## src/rtl/sat_narrow.sv

```systemverilog
// sat_narrow: 2-stage valid/ready pipeline narrowing IN_W to OUT_W bits with signed/unsigned saturation.
// Optional saturating overflow counter (ovf_clr/ovf_cnt) when SAT_OVF_CNT_EN is defined.
module sat_narrow #(
    parameter int IN_W  = 32,
    parameter int OUT_W = 16,
    parameter int CNT_W = 8
) (
    input  logic             clk,
    input  logic             rst_n,
    input  logic             in_valid,
    output logic             in_ready,
    input  logic [IN_W-1:0]  in_data,
    input  logic             in_unsigned,
    output logic             out_valid,
    input  logic             out_ready,
    output logic [OUT_W-1:0] out_data,
    output logic             out_ovf
`ifdef SAT_OVF_CNT_EN
    ,
    input  logic             ovf_clr,
    output logic [CNT_W-1:0] ovf_cnt
`endif
);

    if (IN_W <= OUT_W || CNT_W < 1) begin : g_bad_params
        $error("sat_narrow: IN_W must exceed OUT_W and CNT_W must be positive");
    end

    logic              s1_valid_q, s1_valid_d, s1_uns_q, s1_uns_d;
    logic [IN_W-1:0]   s1_data_q, s1_data_d;
    logic              s2_valid_q, s2_valid_d, s2_ovf_q, s2_ovf_d;
    logic [OUT_W-1:0]  s2_data_q, s2_data_d;
    logic              s2_load, in_fire, out_fire, sat_ovf;
    logic [OUT_W-1:0]  sat_data;
    logic [IN_W-OUT_W:0]   sign_bits;
    logic [IN_W-OUT_W-1:0] high_bits;

    always_comb begin
        sign_bits  = s1_data_q[IN_W-1:OUT_W-1];
        high_bits  = s1_data_q[IN_W-1:OUT_W];
        // signed value fits only when the dropped bits plus the new sign bit all agree
        sat_ovf    = s1_uns_q ? |high_bits : !(&sign_bits || ~|sign_bits);
        sat_data   = !sat_ovf ? s1_data_q[OUT_W-1:0] :
                     s1_uns_q ? {OUT_W{1'b1}} :
                     s1_data_q[IN_W-1] ? {1'b1, {(OUT_W-1){1'b0}}} : {1'b0, {(OUT_W-1){1'b1}}};
        s2_load    = s1_valid_q && (!s2_valid_q || out_ready);
        in_ready   = !s1_valid_q || s2_load;
        in_fire    = in_valid && in_ready;
        out_fire   = s2_valid_q && out_ready;
        s1_valid_d = in_fire ? 1'b1 : s2_load ? 1'b0 : s1_valid_q;
        s1_data_d  = in_fire ? in_data : s1_data_q;
        s1_uns_d   = in_fire ? in_unsigned : s1_uns_q;
        s2_valid_d = s2_load ? 1'b1 : out_fire ? 1'b0 : s2_valid_q;
        s2_data_d  = s2_load ? sat_data : s2_data_q;
        s2_ovf_d   = s2_load ? sat_ovf : s2_ovf_q;
    end

    always_ff @(posedge clk or negedge rst_n) begin
        if (!rst_n) begin
            s1_valid_q <= 1'b0;
            s1_uns_q   <= 1'b0;
            s1_data_q  <= '0;
            s2_valid_q <= 1'b0;
            s2_ovf_q   <= 1'b0;
            s2_data_q  <= '0;
        end else begin
            s1_valid_q <= s1_valid_d;
            s1_uns_q   <= s1_uns_d;
            s1_data_q  <= s1_data_d;
            s2_valid_q <= s2_valid_d;
            s2_ovf_q   <= s2_ovf_d;
            s2_data_q  <= s2_data_d;
        end
    end

    assign out_valid = s2_valid_q;
    assign out_data  = s2_data_q;
    assign out_ovf   = s2_ovf_q;

`ifdef SAT_OVF_CNT_EN
    logic [CNT_W-1:0] cnt_q, cnt_d;
    logic             cnt_evt;

    // a clear coinciding with a counted event restarts at 1 so that event is kept
    always_comb begin
        cnt_evt = out_fire && s2_ovf_q;
        cnt_d   = ovf_clr ? {{(CNT_W-1){1'b0}}, cnt_evt} :
                  (cnt_evt && !(&cnt_q)) ? cnt_q + 1'b1 : cnt_q;
    end

    always_ff @(posedge clk or negedge rst_n) begin
        if (!rst_n) cnt_q <= '0;
        else        cnt_q <= cnt_d;
    end

    assign ovf_cnt = cnt_q;
`endif

endmodule

```

## config.mk

```make
export PLATFORM = sky130hd
export DESIGN_NAME = sat_narrow
export DESIGN_NICKNAME = d
export VERILOG_FILES = /design/src/rtl/sat_narrow.sv
export SDC_FILE = /design/constraint.sdc
export NUM_CORES = 1
export LEC_CHECK = 0
export CORE_MARGIN = 4
export CORE_UTILIZATION = 23
export CTS_CLUSTER_SIZE = 14
export DETAILED_ROUTE_END_ITERATION = 8
export PLACE_DENSITY = 0.49
export SETUP_SLACK_MARGIN = 0.5
export SLEW_MARGIN = 20
export SYNTH_ARGS = -nofsm -noshare
export SYNTH_HDL_FRONTEND = slang
export SYNTH_SLANG_ARGS = --single-unit
```

## constraint.sdc

```tcl
create_clock -name clk -period 1.7 [get_ports clk]
set_input_delay 0.255 -clock clk [delete_from_list [all_inputs] [get_ports clk]]
set_output_delay 0.255 -clock clk [all_outputs]
set_load 0.02 [all_outputs]
```

======== Yosys cells after proc, flatten, opt, wreduce, memory -nomap -nowiden ========
Cells that the tools add are included.
Widths: inputs -> output; s select.
operators by class
  add/subtract/negate cells ............... 0
  $mul .................................... 0
  divide/modulo/power cells ............... 0
  $lt $le $gt $ge ......................... 0
  equality and inequality tests ........... 0
  shift operators ......................... 0
  mux-type cells .......................... 8
  bitwise gates (word level) .............. 0
  reductions and logical operators ........ 15
operators by type and width
  cell               number
  $mux 16            3
  $reduce_and 17->1  1
  $reduce_or 17->1   1
  $reduce_or 16->1   1
  $mux 1             5
  $logic_not 1->1    4
  $reduce_bool 2->1  2
  $logic_and 1x1->1  3
  $logic_or 1x1->1   3
word-level totals
  register bits ........................... 52
  bits in latches ......................... 0
  memory bits (writable) .................. 0
  ROM bits ................................ 0
  input bits .............................. 37
  output and inout bits ................... 19
  word-level logic and storage cells ...... 29
  memories kept ........................... 0

======== Depth between registers and ports, before layout ========
  word-level depth ........................ 6
  depth in mapped cells ................... 6
  depth with buffers taken out ............ 4

======== Worst setup path after synthesis ========
OpenSTA, ideal clock, no wires.
  path kind ............................... register to register
  start ................................... reg s2_valid_q (netlist: out_valid)
  end ..................................... reg s1_data_q[0]
  library setup time ...................... 125 ps
  data arrival time ....................... 1,524 ps
  required time ........................... 1,575 ps
  slack ................................... 51 ps
  stages on the path, launching flop included .. 5
  buffers on the path ..................... 1
  period minus slack after synthesis ...... 1,649 ps
  path through ............................ dfrtp_1 -> nand3b_1 -> nand2_1 -> buf_2 -> mux2_2
between the ends
  word-level cells in the longest chain between the ends .. 5
RTL lines
  item                    RTL line  source
  from (decl)             31        logic s2_valid_q, s2_valid_d, s2_ovf_q, s2_ovf_d;
  from (signal assigned)  70        s2_valid_q <= s2_valid_d;
  $logic_not 1->1         46        s2_load = s1_valid_q && (!s2_valid_q || out_ready);
  $logic_or 1x1->1        46
  $logic_and 1x1->1       46
  $logic_or 1x1->1        47        in_ready = !s1_valid_q || s2_load;
  net in_ready            11        output logic in_ready,
  $logic_and 1x1->1       48        in_fire = in_valid && in_ready;
  to (signal assigned)    69        s1_data_q <= s1_data_d;
  to (decl)               30        logic [IN_W-1:0] s1_data_q, s1_data_d;
The timed path passes the listed nets, and every way through them passes these cells.
A chain may end at the register's enable or synchronous reset.

======== Worst setup path in the final report ========
  start ................................... reg s1_data_q[22]
  end ..................................... reg s2_data_q[14] (netlist: out_data[14])
between the ends
  word-level cells in the longest chain between the ends .. 6
  elaborated cells on any way between the ends .. 8
  those cells by class .................... mux (2); reduce/logical (6)
RTL lines
  item                  RTL line  source
  $reduce_or 17->1      42        sat_ovf = s1_uns_q ? |high_bits : !(&sign_bits || ~|sign_bits);
  $logic_not 1->1       42
  $logic_or 1x1->1      42
  $logic_not 1->1       42
  $mux 1 *              42
  $mux 16 *             43        sat_data = !sat_ovf ? s1_data_q[OUT_W-1:0] :
  to (signal assigned)  72        s2_data_q <= s2_data_d;
  to (decl)             32        logic [OUT_W-1:0] s2_data_q, s2_data_d;
Mark *: on every way between the ends. The rest lies on a longest branch, timed or not.

==> metrics.txt <==
status completed; reg-to-reg endpoint out_data[14]$_DFFE_PN0P_; worst-margin pin slew 0.367 ns; post-synthesis compound-gate area fraction 0.111; final worst setup slack 0.201 ns; WL final 5.88 mm; max-slew violation count 0; HP Start out_ready; Place WS -0.0412 ns; DRT iter0 DRCs 49; clock sinks 52; Initial Util 0.240; Die Wd 107 µm; Seq cells post-synth 52; family with the most delay on the worst path simple AND/OR/NAND/NOR gates; Worst R2R Start s1_data_q[22]$_DFFE_PN0P_; Psw 1.07 mW; Clock Path Buffers 2; area leader, netlist dfrtp_1; post-detail-place hpwl 3.88 mm; Hold Path End out_valid$_DFFE_PN0P_; Ys Warns 0; Leak Pwr 1.57 nW; worst rel slew slack 0.755; Logic pwr share 0.309; CP Capture Type flip-flop; clock share of power 0.240; # rows 35; vias in the first global route 1795; input/output buffers 55; cts bufs inserted 5; Placeable Area 9420 µm²; Final min period 1.50 ns; mux contribution to synthesized area 0.164; Die Area 11500 µm²; Overflow after GRT 0; gr usage total 0.104; Final Hold Fails 0; largest net degree at the start of global routing 33; H-tree levels 2; largest family of logic cells by synthesized area multiplexers; Post-DP Area 3250 µm²; Setup Viol. Count Final 0; First-pass DRT Iterations 4; Top FF cell, synth dfrtp_1; Final Non-Filler Cells 386; Power Density 987 nW/µm²; worst hold stages 3; Routability Congestion 0.683; RSZ-0062 raised after global routing yes; layout cell share with drive strength beyond 1 0.475; CP bufs+invs 2; max cap viols 0; DR vias/cell 4.27; Cell Area, Synth 2260 µm²; synthesized area per cell 13.4 µm²; max incr delay on CP 0.43 ns; critical path cell sequence nor4_2 -> nand4_1 -> buf_4 -> nand3b_4 -> clkbuf_16 -> o221ai_2; Synth area leaders dfrtp_1 57%, mux2_2 16%, o221ai_2 6.6%; library cells used by synthesis 27; initial antenna violation count 0; post-synthesis adder-cell area fraction 0; first-pass GRT wire length 9.18 mm; highest clock rate 667 MHz; # fillers 922; Power Internal 2.49 mW; antenna viol nets, final 0; fraction of registers with async set/reset 1.00; Area growth, synth to finish 59.3%; final core occ 0.383; Setup Crit Path Kind reg -> reg; top post-synthesis cells by count 52 x dfrtp_1, 33 x mux2_2, 18 x nor2_1, 16 x inv_1, 10 x o221ai_2; Worst Reg2Reg Path Length in Cells 6; CTS tree done; clk root buf clkbuf_8; Post-Synth Simple-Gate Area 0.0995; type of origin of the critical path flip-flop; Clock transition at path regs 0.09 ns; fin crit share 0.882; ant diodes 0; Clock Skew 0.0125 ns; sequential share of the synthesized area 0.575; Final nets 293; I/O Pins 56; drc violations 0; CP Data Required Time 1.88 ns; post-route cell area 3610 µm²; EDFF count, synth 0; Synthesized Nets 206; placed cells 355; Hold Path Class in -> reg; Peak VDD IR 0.436 mV; Worst-Skew Late Latency 0.31 ns; Crit path depth 6; Chip Height 107 µm; count leader, synth dfrtp_1; Sw Share 0.301; detailed-route via count 1647; Critical Path Slowest Stage Cell dfrtp_1; post-synthesis xor/xnor area fraction 0; FF-to-FF setup slack 0.20 ns; Syn Inst Count 169; Setup Total Neg Slack 0 ns; Worst Path Max Fanout 5; Arrival @ worst endpoint 1.68 ns; DR WL/cell 15.2 µm; Flop pwr share 0.451; share of the synthesized area in the top cell type 0.575
through the flow:
stage	power [mW]	hold WS (ns)
floorplan	2.22	-0.0406
global placement	2.67	0.267
finish	3.56	0.422
detailed placement	2.68	0.271
global route	3.77	0.420
CTS	3.58	0.407
layout make-up:
class / instances / area, µm² / area share
repair buffers: 88 / 912 / 0.253
flip-flops and latches: 52 / 1300 / 0.361
clock inverters: 3 / 42.5 / 0.0118
clock buffers: 5 / 68.8 / 0.0191
well taps: 129 / 161 / 0.0448
inverters: 16 / 60.1 / 0.0167
multi-input cells: 93 / 1060 / 0.294
kinds of logic (layout without fill, tap and decap cells):
| family | count (synthesis) | count (layout) |
|---|---|---|
| AOI/OAI and AO/OA | 21 | 21 |
| DFF | 52 | 52 |
| muxes | 33 | 33 |
| buffers and inverters | 24 | 112 |
| and+or+nand+nor | 39 | 39 |
how the worst max path moves through the flow:
stage                                    from                         to
finish              s1_data_q[22]$_DFFE_PN0P_   out_data[14]$_DFFE_PN0P_
global route        s1_data_q[27]$_DFFE_PN0P_    out_data[8]$_DFFE_PN0P_
CTS                 s1_data_q[26]$_DFFE_PN0P_    out_data[6]$_DFFE_PN0P_
detailed placement                  out_ready  s1_data_q[31]$_DFFE_PN0P_
floorplan               out_valid$_DFFE_PN0P_   s1_data_q[0]$_DFFE_PN0P_
global placement                    out_ready  s1_data_q[31]$_DFFE_PN0P_
cell usage in the layout, fill, tap and decap left out, types with 2 or more instances in the layout:
master / synthesis / final
buf_12: 0 / 10
buf_16: 0 / 2
buf_2: 5 / 17
buf_4: 1 / 15
buf_6: 2 / 6
clkbuf_8: 0 / 5
clkdlybuf4s50_1: 0 / 34
dfrtp_1: 52 / 51
inv_1: 16 / 16
mux2_2: 33 / 2
mux2_4: 0 / 31
nand2b_1: 3 / 3
nand4_1: 3 / 3
nand4_2: 2 / 2
nor2_1: 18 / 18
nor4_2: 0 / 2
nor4_4: 1 / 2
o221ai_2: 10 / 15
worst min-delay path, delay by kind of cell:
kind / cells / cell delay (ns)
AND/OR/NAND/NOR: 2 / 0.24
buffers and inverters: 1 / 0.20
flip-flops by register name, indices dropped and copies added, names as in the netlist:
register and count:
s1_valid_q 1, s1_uns_q 1, out_valid 1, s1_data_q 32, out_data 16, out_ovf 1
power by group through the flow:
stage          clock [mW]  sequential, mW  combinational (mW)
6_report            0.856            1.61                1.10
4_1_cts             0.895            1.60                1.09
3_3_place_gp            0            1.63                1.04
5_1_grt             0.954            1.64                1.18
2_1_floorplan           0            1.70               0.524
3_5_place_dp            0            1.63                1.05
metal layers:
layer | GRT usage | routed length [µm]
met5 | 0 | 0
met4 | 0.0265 | 53
met3 | 0.0289 | 292
met2 | 0.170 | 2820
met1 | 0.136 | 2710
timing repair:
action,CTS,global route
gates resized for setup,84,10
endpoints found under the hold margin,20,0
hold buffers,1,0
buffers inserted,16,3
endpoints found under the setup margin,68,52
pin swaps,5,1
cloned,2,1
(Power assumes the default switching activity.)
